[src/rtl/escalonador_rr_if.sv]
// escalonador_rr_if: CPU-side control and context-switch signals of the round-robin scheduler
interface escalonador_rr_if;
    logic        start;
    logic [3:0]  proc_count;
    logic        instr_valid;
    logic        io_req;
    logic        io_done;
    logic [3:0]  io_done_proc;
    logic        proc_end;
    logic        switch_ack;
    logic        switch_req;
    logic [1:0]  switch_cause;
    logic [3:0]  cur_proc;
    logic [3:0]  next_proc;
    logic [31:0] next_pc_base;
    logic [7:0]  quantum_left;
    logic        idle;
    logic        all_done;

    modport master (
        output start, proc_count, instr_valid, io_req, io_done, io_done_proc, proc_end, switch_ack,
        input  switch_req, switch_cause, cur_proc, next_proc, next_pc_base, quantum_left, idle, all_done
    );

    modport slave (
        input  start, proc_count, instr_valid, io_req, io_done, io_done_proc, proc_end, switch_ack,
        output switch_req, switch_cause, cur_proc, next_proc, next_pc_base, quantum_left, idle, all_done
    );
endinterface

[src/rtl/escalonador_rr.sv]
// escalonador_rr: round-robin process scheduler with quantum counting and context-switch requests
module escalonador_rr #(
    parameter int          NUM_PROC  = 10,
    parameter int          QUANTUM   = 16,
    parameter int unsigned PROC_BASE = 300,
    parameter int unsigned PROC_SIZE = 300
) (
    input  logic            clk,
    input  logic            reset,
    escalonador_rr_if.slave bus
);
    localparam logic [1:0] EMPTY = 2'd0, READY = 2'd1, BLOCKED = 2'd2, FINISHED = 2'd3;

    typedef enum logic [2:0] {S_IDLE, S_RUN, S_SWITCH, S_WAIT, S_DONE} state_t;

    state_t                 state, state_n;
    logic [NUM_PROC:1][1:0] slot, slot_n;
    logic [3:0]             cur, cur_n, nxt, nxt_n, sel;
    logic [1:0]             cause, cause_n;
    logic [7:0]             qleft, qleft_n;
    logic                   wake, found, any_blocked, ev_end, ev_io, ev_exp;
    int                     idx;

    // state, slot table and switch bookkeeping registers
    always_ff @(posedge clk or negedge reset) begin
        if (!reset) begin
            state <= S_IDLE;
            slot  <= '0;
            cur   <= '0;
            nxt   <= '0;
            cause <= '0;
            qleft <= '0;
        end else begin
            state <= state_n;
            slot  <= slot_n;
            cur   <= cur_n;
            nxt   <= nxt_n;
            cause <= cause_n;
            qleft <= qleft_n;
        end
    end

    // wake-up first, then the running process's event, then round-robin selection
    always_comb begin
        state_n     = state;
        slot_n      = slot;
        cur_n       = cur;
        nxt_n       = nxt;
        cause_n     = cause;
        qleft_n     = qleft;
        found       = 1'b0;
        sel         = '0;
        any_blocked = 1'b0;
        idx         = 0;
        wake        = bus.io_done && bus.io_done_proc != 4'd0 && int'(bus.io_done_proc) <= NUM_PROC
                      && slot[bus.io_done_proc] == BLOCKED;
        if (wake) slot_n[bus.io_done_proc] = READY;
        ev_end = state == S_RUN && bus.proc_end;
        ev_io  = state == S_RUN && bus.io_req && !bus.proc_end;
        ev_exp = state == S_RUN && bus.instr_valid && qleft == 8'd1 && !bus.io_req && !bus.proc_end;
        if (ev_end) slot_n[cur] = FINISHED;
        if (ev_io) slot_n[cur] = BLOCKED;
        for (int k = 1; k <= NUM_PROC; k++) begin
            idx = int'(cur) + k;
            if (idx > NUM_PROC) idx = idx - NUM_PROC;
            if (!found && slot_n[idx] == READY) begin
                found = 1'b1;
                sel   = 4'(idx);
            end
            if (slot_n[k] == BLOCKED) any_blocked = 1'b1;
        end
        case (state)
            S_IDLE: if (bus.start) begin
                for (int i = 1; i <= NUM_PROC; i++) slot_n[i] = (i <= int'(bus.proc_count)) ? READY : EMPTY;
                if (bus.proc_count == 4'd0) state_n = S_DONE;
                else begin
                    state_n = S_SWITCH;
                    nxt_n   = 4'd1;
                    cause_n = 2'b11;
                end
            end
            S_RUN: begin
                if (bus.instr_valid && qleft != 8'd0) qleft_n = qleft - 8'd1;
                if (ev_exp && sel == cur) qleft_n = 8'(QUANTUM);
                else if (ev_end || ev_io || ev_exp) begin
                    if (found) begin
                        state_n = S_SWITCH;
                        nxt_n   = sel;
                        cause_n = ev_end ? 2'b10 : ev_io ? 2'b01 : 2'b00;
                    end else begin
                        state_n = any_blocked ? S_WAIT : S_DONE;
                        cur_n   = '0;
                        nxt_n   = '0;
                        qleft_n = '0;
                    end
                end
            end
            S_SWITCH: if (bus.switch_ack) begin
                state_n = S_RUN;
                cur_n   = nxt;
                qleft_n = 8'(QUANTUM);
            end
            S_WAIT: if (wake) begin
                state_n = S_SWITCH;
                nxt_n   = bus.io_done_proc;
                cause_n = 2'b01;
            end
            default: ;
        endcase
    end

    assign bus.switch_req   = state == S_SWITCH;
    assign bus.switch_cause = cause;
    assign bus.cur_proc     = cur;
    assign bus.next_proc    = nxt;
    assign bus.next_pc_base = (nxt == 4'd0) ? 32'd0 : 32'(PROC_BASE) + (32'(nxt) - 32'd1) * 32'(PROC_SIZE);
    assign bus.quantum_left = qleft;
    assign bus.idle         = state == S_WAIT;
    assign bus.all_done     = state == S_DONE;
endmodule

[src/flat_wrapper.sv]
// flat-port wrapper written by rule: the top's interface ports become plain ports
module escalonador_rr_flat 
#(
    parameter int          NUM_PROC  = 10,
    parameter int          QUANTUM   = 16,
    parameter int unsigned PROC_BASE = 300,
    parameter int unsigned PROC_SIZE = 300
)
  (clk, reset, bus_start, bus_proc_count, bus_instr_valid, bus_io_req, bus_io_done, bus_io_done_proc, bus_proc_end, bus_switch_ack, bus_switch_req, bus_switch_cause, bus_cur_proc, bus_next_proc, bus_next_pc_base, bus_quantum_left, bus_idle, bus_all_done);
  escalonador_rr_if bus_i ();
  input  logic clk;
  input  logic reset;
  input wire logic [$bits(bus_i.start)-1:0] bus_start;
  input wire logic [$bits(bus_i.proc_count)-1:0] bus_proc_count;
  input wire logic [$bits(bus_i.instr_valid)-1:0] bus_instr_valid;
  input wire logic [$bits(bus_i.io_req)-1:0] bus_io_req;
  input wire logic [$bits(bus_i.io_done)-1:0] bus_io_done;
  input wire logic [$bits(bus_i.io_done_proc)-1:0] bus_io_done_proc;
  input wire logic [$bits(bus_i.proc_end)-1:0] bus_proc_end;
  input wire logic [$bits(bus_i.switch_ack)-1:0] bus_switch_ack;
  output wire logic [$bits(bus_i.switch_req)-1:0] bus_switch_req;
  output wire logic [$bits(bus_i.switch_cause)-1:0] bus_switch_cause;
  output wire logic [$bits(bus_i.cur_proc)-1:0] bus_cur_proc;
  output wire logic [$bits(bus_i.next_proc)-1:0] bus_next_proc;
  output wire logic [$bits(bus_i.next_pc_base)-1:0] bus_next_pc_base;
  output wire logic [$bits(bus_i.quantum_left)-1:0] bus_quantum_left;
  output wire logic [$bits(bus_i.idle)-1:0] bus_idle;
  output wire logic [$bits(bus_i.all_done)-1:0] bus_all_done;
  assign bus_i.start = bus_start;
  assign bus_i.proc_count = bus_proc_count;
  assign bus_i.instr_valid = bus_instr_valid;
  assign bus_i.io_req = bus_io_req;
  assign bus_i.io_done = bus_io_done;
  assign bus_i.io_done_proc = bus_io_done_proc;
  assign bus_i.proc_end = bus_proc_end;
  assign bus_i.switch_ack = bus_switch_ack;
  assign bus_switch_req = bus_i.switch_req;
  assign bus_switch_cause = bus_i.switch_cause;
  assign bus_cur_proc = bus_i.cur_proc;
  assign bus_next_proc = bus_i.next_proc;
  assign bus_next_pc_base = bus_i.next_pc_base;
  assign bus_quantum_left = bus_i.quantum_left;
  assign bus_idle = bus_i.idle;
  assign bus_all_done = bus_i.all_done;
  escalonador_rr #(.NUM_PROC(NUM_PROC), .QUANTUM(QUANTUM), .PROC_BASE(PROC_BASE), .PROC_SIZE(PROC_SIZE)) u_core (.clk(clk), .reset(reset), .bus(bus_i));
endmodule
[config.mk]
export PLATFORM = sky130hd
export DESIGN_NAME = escalonador_rr_flat
export DESIGN_NICKNAME = d
export VERILOG_FILES = /design/src/rtl/escalonador_rr_if.sv /design/src/rtl/escalonador_rr.sv /design/src/flat_wrapper.sv
export SDC_FILE = /design/constraint.sdc
export NUM_CORES = 1
export LEC_CHECK = 0
export BUFFER_PORTS_ARGS = -buffer_cell sky130_fd_sc_hd__buf_4
export CAP_MARGIN = 0
export CORE_ASPECT_RATIO = 1.75
export CORE_UTILIZATION = 40
export DETAILED_ROUTE_END_ITERATION = 12
export RECOVER_POWER = 100
export SYNTH_ARGS = -nofsm -noshare
export SYNTH_HDL_FRONTEND = slang
export SYNTH_SLANG_ARGS = --single-unit
[constraint.sdc]
create_clock -name clk -period 9.06 [get_ports clk]
set_input_delay 1.812 -clock clk [delete_from_list [all_inputs] [get_ports clk]]
set_output_delay 1.812 -clock clk [all_outputs]
set_load 0.01 [all_outputs]
==> flow_metrics.py <==
metrics = {
    "worst_setup_path": {
        "ff2ff_path_depth": 20,
        "crit_slowest_cell": "a21boi_0",
        "worst_setup_path_end_kind": "flop",
        "critPathTopFamily": "compound AO/OA/AOI/OAI gates",
        "timing.rr.end": "u_core.bus.next_proc[3]$_DFFE_PN0P_",
        "start_kind": "input pin",
        "crit_end": "u_core.bus.next_proc[3]$_DFFE_PN0P_",
        "r2r_slack_ns": 0.82,
        "crit_type": "in2reg",
        "r2r_start": "u_core.bus.cur_proc[1]$_DFFE_PN0P_",
        "path_cells": "clkbuf_1, mux2i_1, a2111oi_0, nor2_1, a21boi_0, a211oi_1, nor2_1, o221ai_1, nor2_1, mux2i_1, mux2i_1, a2111oi_4, xnor2_1, nor3_2, nor3_1, mux2_1",
        "cp_data_arrival_time_ns": 8.72,
        "critPathLaunch": "bus_io_done_proc[1]",
        "critPathMaxStageDelay_ns": 0.90,
        "critPathRequiredTime_ns": 9.24,
        "crit_fanout": 23,
        "critPathBufInv": 1,
        "crit_cells": 16,
    },
    "clocking": {
        "cts_sinks": 41,
        "cts-root-buf": "clkbuf_16",
        "clk_path_buf_depth": 2,
        "clkSlewWorstSetupHoldPaths_ns": 0.06,
        "cts_tree": "built",
        "post_cts_buffers": 0,
        "clkLatencyLatePin_ns": 0.30,
        "htreeDepth": 2,
        "cts_buffers": 5,
    },
    "grt": {
        "grt_pass1_wl_um": 43800,
        "grt_overflow": 0,
        "grt_pass1_vias": 8218,
        "grt_start_max_net_pins": 47,
        "grt_use_total_pct": 28.6,
        "antenna_found_initial": 0,
    },
    "routing": {
        "wl_per_cell_um": 21.1,
        "via_per_inst": 6.32,
        "vias": 8496,
        "first_pass_iters": 6,
        "wl_um": 28300,
        "postRouteAntennaNets": 0,
        "drt_iter0_markers": 501,
        "route.detailed.drc": 0,
    },
    "sta": {
        "final.min_clock_period_ns": 8.54,
        "tns_ns": 0,
        "hold_viol_final": 0,
        "rsz0062_at_grt": "no",
        "fmax_ghz": 0.117,
        "setup_violations": 0,
        "slew_headroom_pct": -52.2,
        "max_slew.worst_pin.slew_ns": 2.28,
        "finClkSkew_ns": 0.00877,
        "timing.final.ws_setup_ns": 0.523,
        "finalCritPeriodShare_pct": 94.2,
        "slew_viol_final": 119,
    },
    "floorplanning": {
        "start_util_pct": 40.7,
        "fp.dieW_um": 107,
        "die_h_um": 186,
        "ioPinCount": 69,
        "die_area_um2": 20000,
        "rows": 67,
        "fp.coreArea_um2": 19000,
    },
    "layout": {
        "drive_above_1_share_pct": 7.07,
        "n_antenna_cell": 0,
        "nNetsFinal": 1180,
        "syn2layout_area_growth_pct": 7.15,
        "nFillCells": 2068,
    },
    "logic_synthesis": {
        "synthCells": 1080,
        "yosys_register_bits": 41,
        "ys_seq_area_share_pct": 13.2,
        "synth_edf_count": 0,
        "synth_area_um2": 7750,
        "synth.distinct_cells": 100,
        "yosys_warnings": 0,
        "synth_ff_type": "dfrtp_1",
        "async_flop_share_pct": 100,
        "avgSynthCellArea_um2": 7.17,
    },
    "outcome": {
        "violations": "max-capacitance violations, max-slew violations",
        "outcome": "finished, violations left",
    },
    "placement": {
        "dpl.hpwl_um": 22500,
        "gp_congestion": 0.999,
        "pre_cts_ws_ns": 0.526,
        "numPortBuffers": 66,
    },
    "worst_hold_path": {
        "min_path_type": "reg2reg",
    },
    "run": {
        "maxCapViolCount": 3,
    },
}
state kept, by name (all words and copies together) (netlist names):
register                 cells
u_core.bus.switch_cause      2
u_core.bus.next_proc         4
u_core.state                 3
u_core.bus.quantum_left      8
u_core.slot                 20
u_core.bus.cur_proc          4
logic make-up after synthesis:
family	Yosys count	share of synthesized area, %
mux	23	3.05
xor+xnor	43	4.96
simple gates	450	29.9
flops	41	13.2
fa+ha+maj	61	10.4
compound gates	344	32.0
other cells	1	0.0484
buf+inv	117	6.38
cell usage in the layout, fill, tap and decap left out, types with 7 or more instances in the layout:
master,count
a211oi_1,15
a21o_1,19
a21oi_1,68
a31oi_1,24
a32oi_1,9
and2_1,8
and3_1,10
buf_4,27
clkbuf_1,48
dfrtp_1,41
ha_1,55
inv_1,52
mux2i_1,18
nand2_1,99
nand2b_1,21
nand3_1,21
nand3b_1,10
nor2_1,131
nor2b_1,16
nor3_1,37
nor4_1,11
o211ai_1,16
o21ai_0,55
o21ai_1,7
o22ai_1,12
o31ai_1,8
or2_2,9
or3_1,19
or4_1,7
xnor2_1,30
xor2_1,12
synthesized netlist by cell type, types with 11 or more instances:
master / count / area, um2
clkbuf_1: 27 / 101
ha_1: 55 / 688
a31oi_1: 24 / 150
a21o_1: 19 / 143
inv_1: 52 / 195
nor2b_1: 16 / 100
nor4_1: 11 / 68.8
nand2_1: 100 / 375
a21oi_1: 68 / 340
o211ai_1: 16 / 120
mux2i_1: 18 / 180
o22ai_1: 12 / 75.1
dfrtp_1: 41 / 1030
nand3_1: 21 / 105
or3_1: 19 / 119
nor3_1: 36 / 180
xnor2_1: 30 / 263
buf_2: 20 / 100
o21ai_0: 51 / 255
nor2_1: 130 / 488
a211oi_1: 15 / 113
o21ai_1: 11 / 55.1
xor2_1: 12 / 105
nand2b_1: 21 / 131
layer usage:
layer / vias to the layer above / share of wire, % / global-route usage, %
met5: - / 0 / 0
met4: 0 / 7.9 / 23.1
met3: 120 / 3.6 / 2.45
met2: 294 / 54 / 54.5
met1: 4032 / 35 / 27.6
li1: 4050 / - / -
worst min-delay path by stage:
stage / start / endpoint / slack (ns) / cells past startpoint
after global placement: u_core.bus.switch_cause[0]$_DFFE_PN0P_ / u_core.bus.switch_cause[0]$_DFFE_PN0P_ / 0.53 / 1
final: u_core.bus.quantum_left[1]$_DFFE_PN0P_ / u_core.bus.quantum_left[1]$_DFFE_PN0P_ / 0.53 / 1
after global routing: u_core.bus.switch_cause[1]$_DFFE_PN0P_ / u_core.bus.switch_cause[1]$_DFFE_PN0P_ / 0.58 / 1
after floorplan: u_core.slot[11]$_DFF_PN0_ / u_core.slot[11]$_DFF_PN0_ / 0.51 / 2
after detailed placement: u_core.bus.quantum_left[1]$_DFFE_PN0P_ / u_core.bus.quantum_left[1]$_DFFE_PN0P_ / 0.52 / 1
after CTS: u_core.bus.quantum_left[1]$_DFFE_PN0P_ / u_core.bus.quantum_left[1]$_DFFE_PN0P_ / 0.53 / 1
layout make-up:
class	instances	area, um2	area share (%)
well taps	241	302	3.63
clock buffers	6	139	1.67
clock inverters	2	37.5	0.452
multi-input cells	923	6200	74.7
flip-flops and latches	41	1030	12.4
inverters	57	214	2.58
repair buffers	75	383	4.61
repair_timing:
action / 4_1_cts / 5_1_grt
resized for setup: 0 / 2
endpoints found under the hold margin: 0 / 0
endpoints found under the setup margin: 0 / 3
hold buffers: 0 / 0
per-stage QoR:
stage,hold WS (ns),area (um2),std cells,utilization (%)
6_report,0.526,8300,1345,43.6
5_1_grt,0.578,8300,1345,43.6
4_1_cts,0.531,8520,1345,44.8
3_5_place_dp,0.516,8340,1337,43.8
3_3_place_gp,0.532,8340,1337,43.8
2_1_floorplan,0.513,7750,1081,-
Power is not shown: default switching activity piles up to over one toggle a cycle in this logic, so the estimate is an artifact.
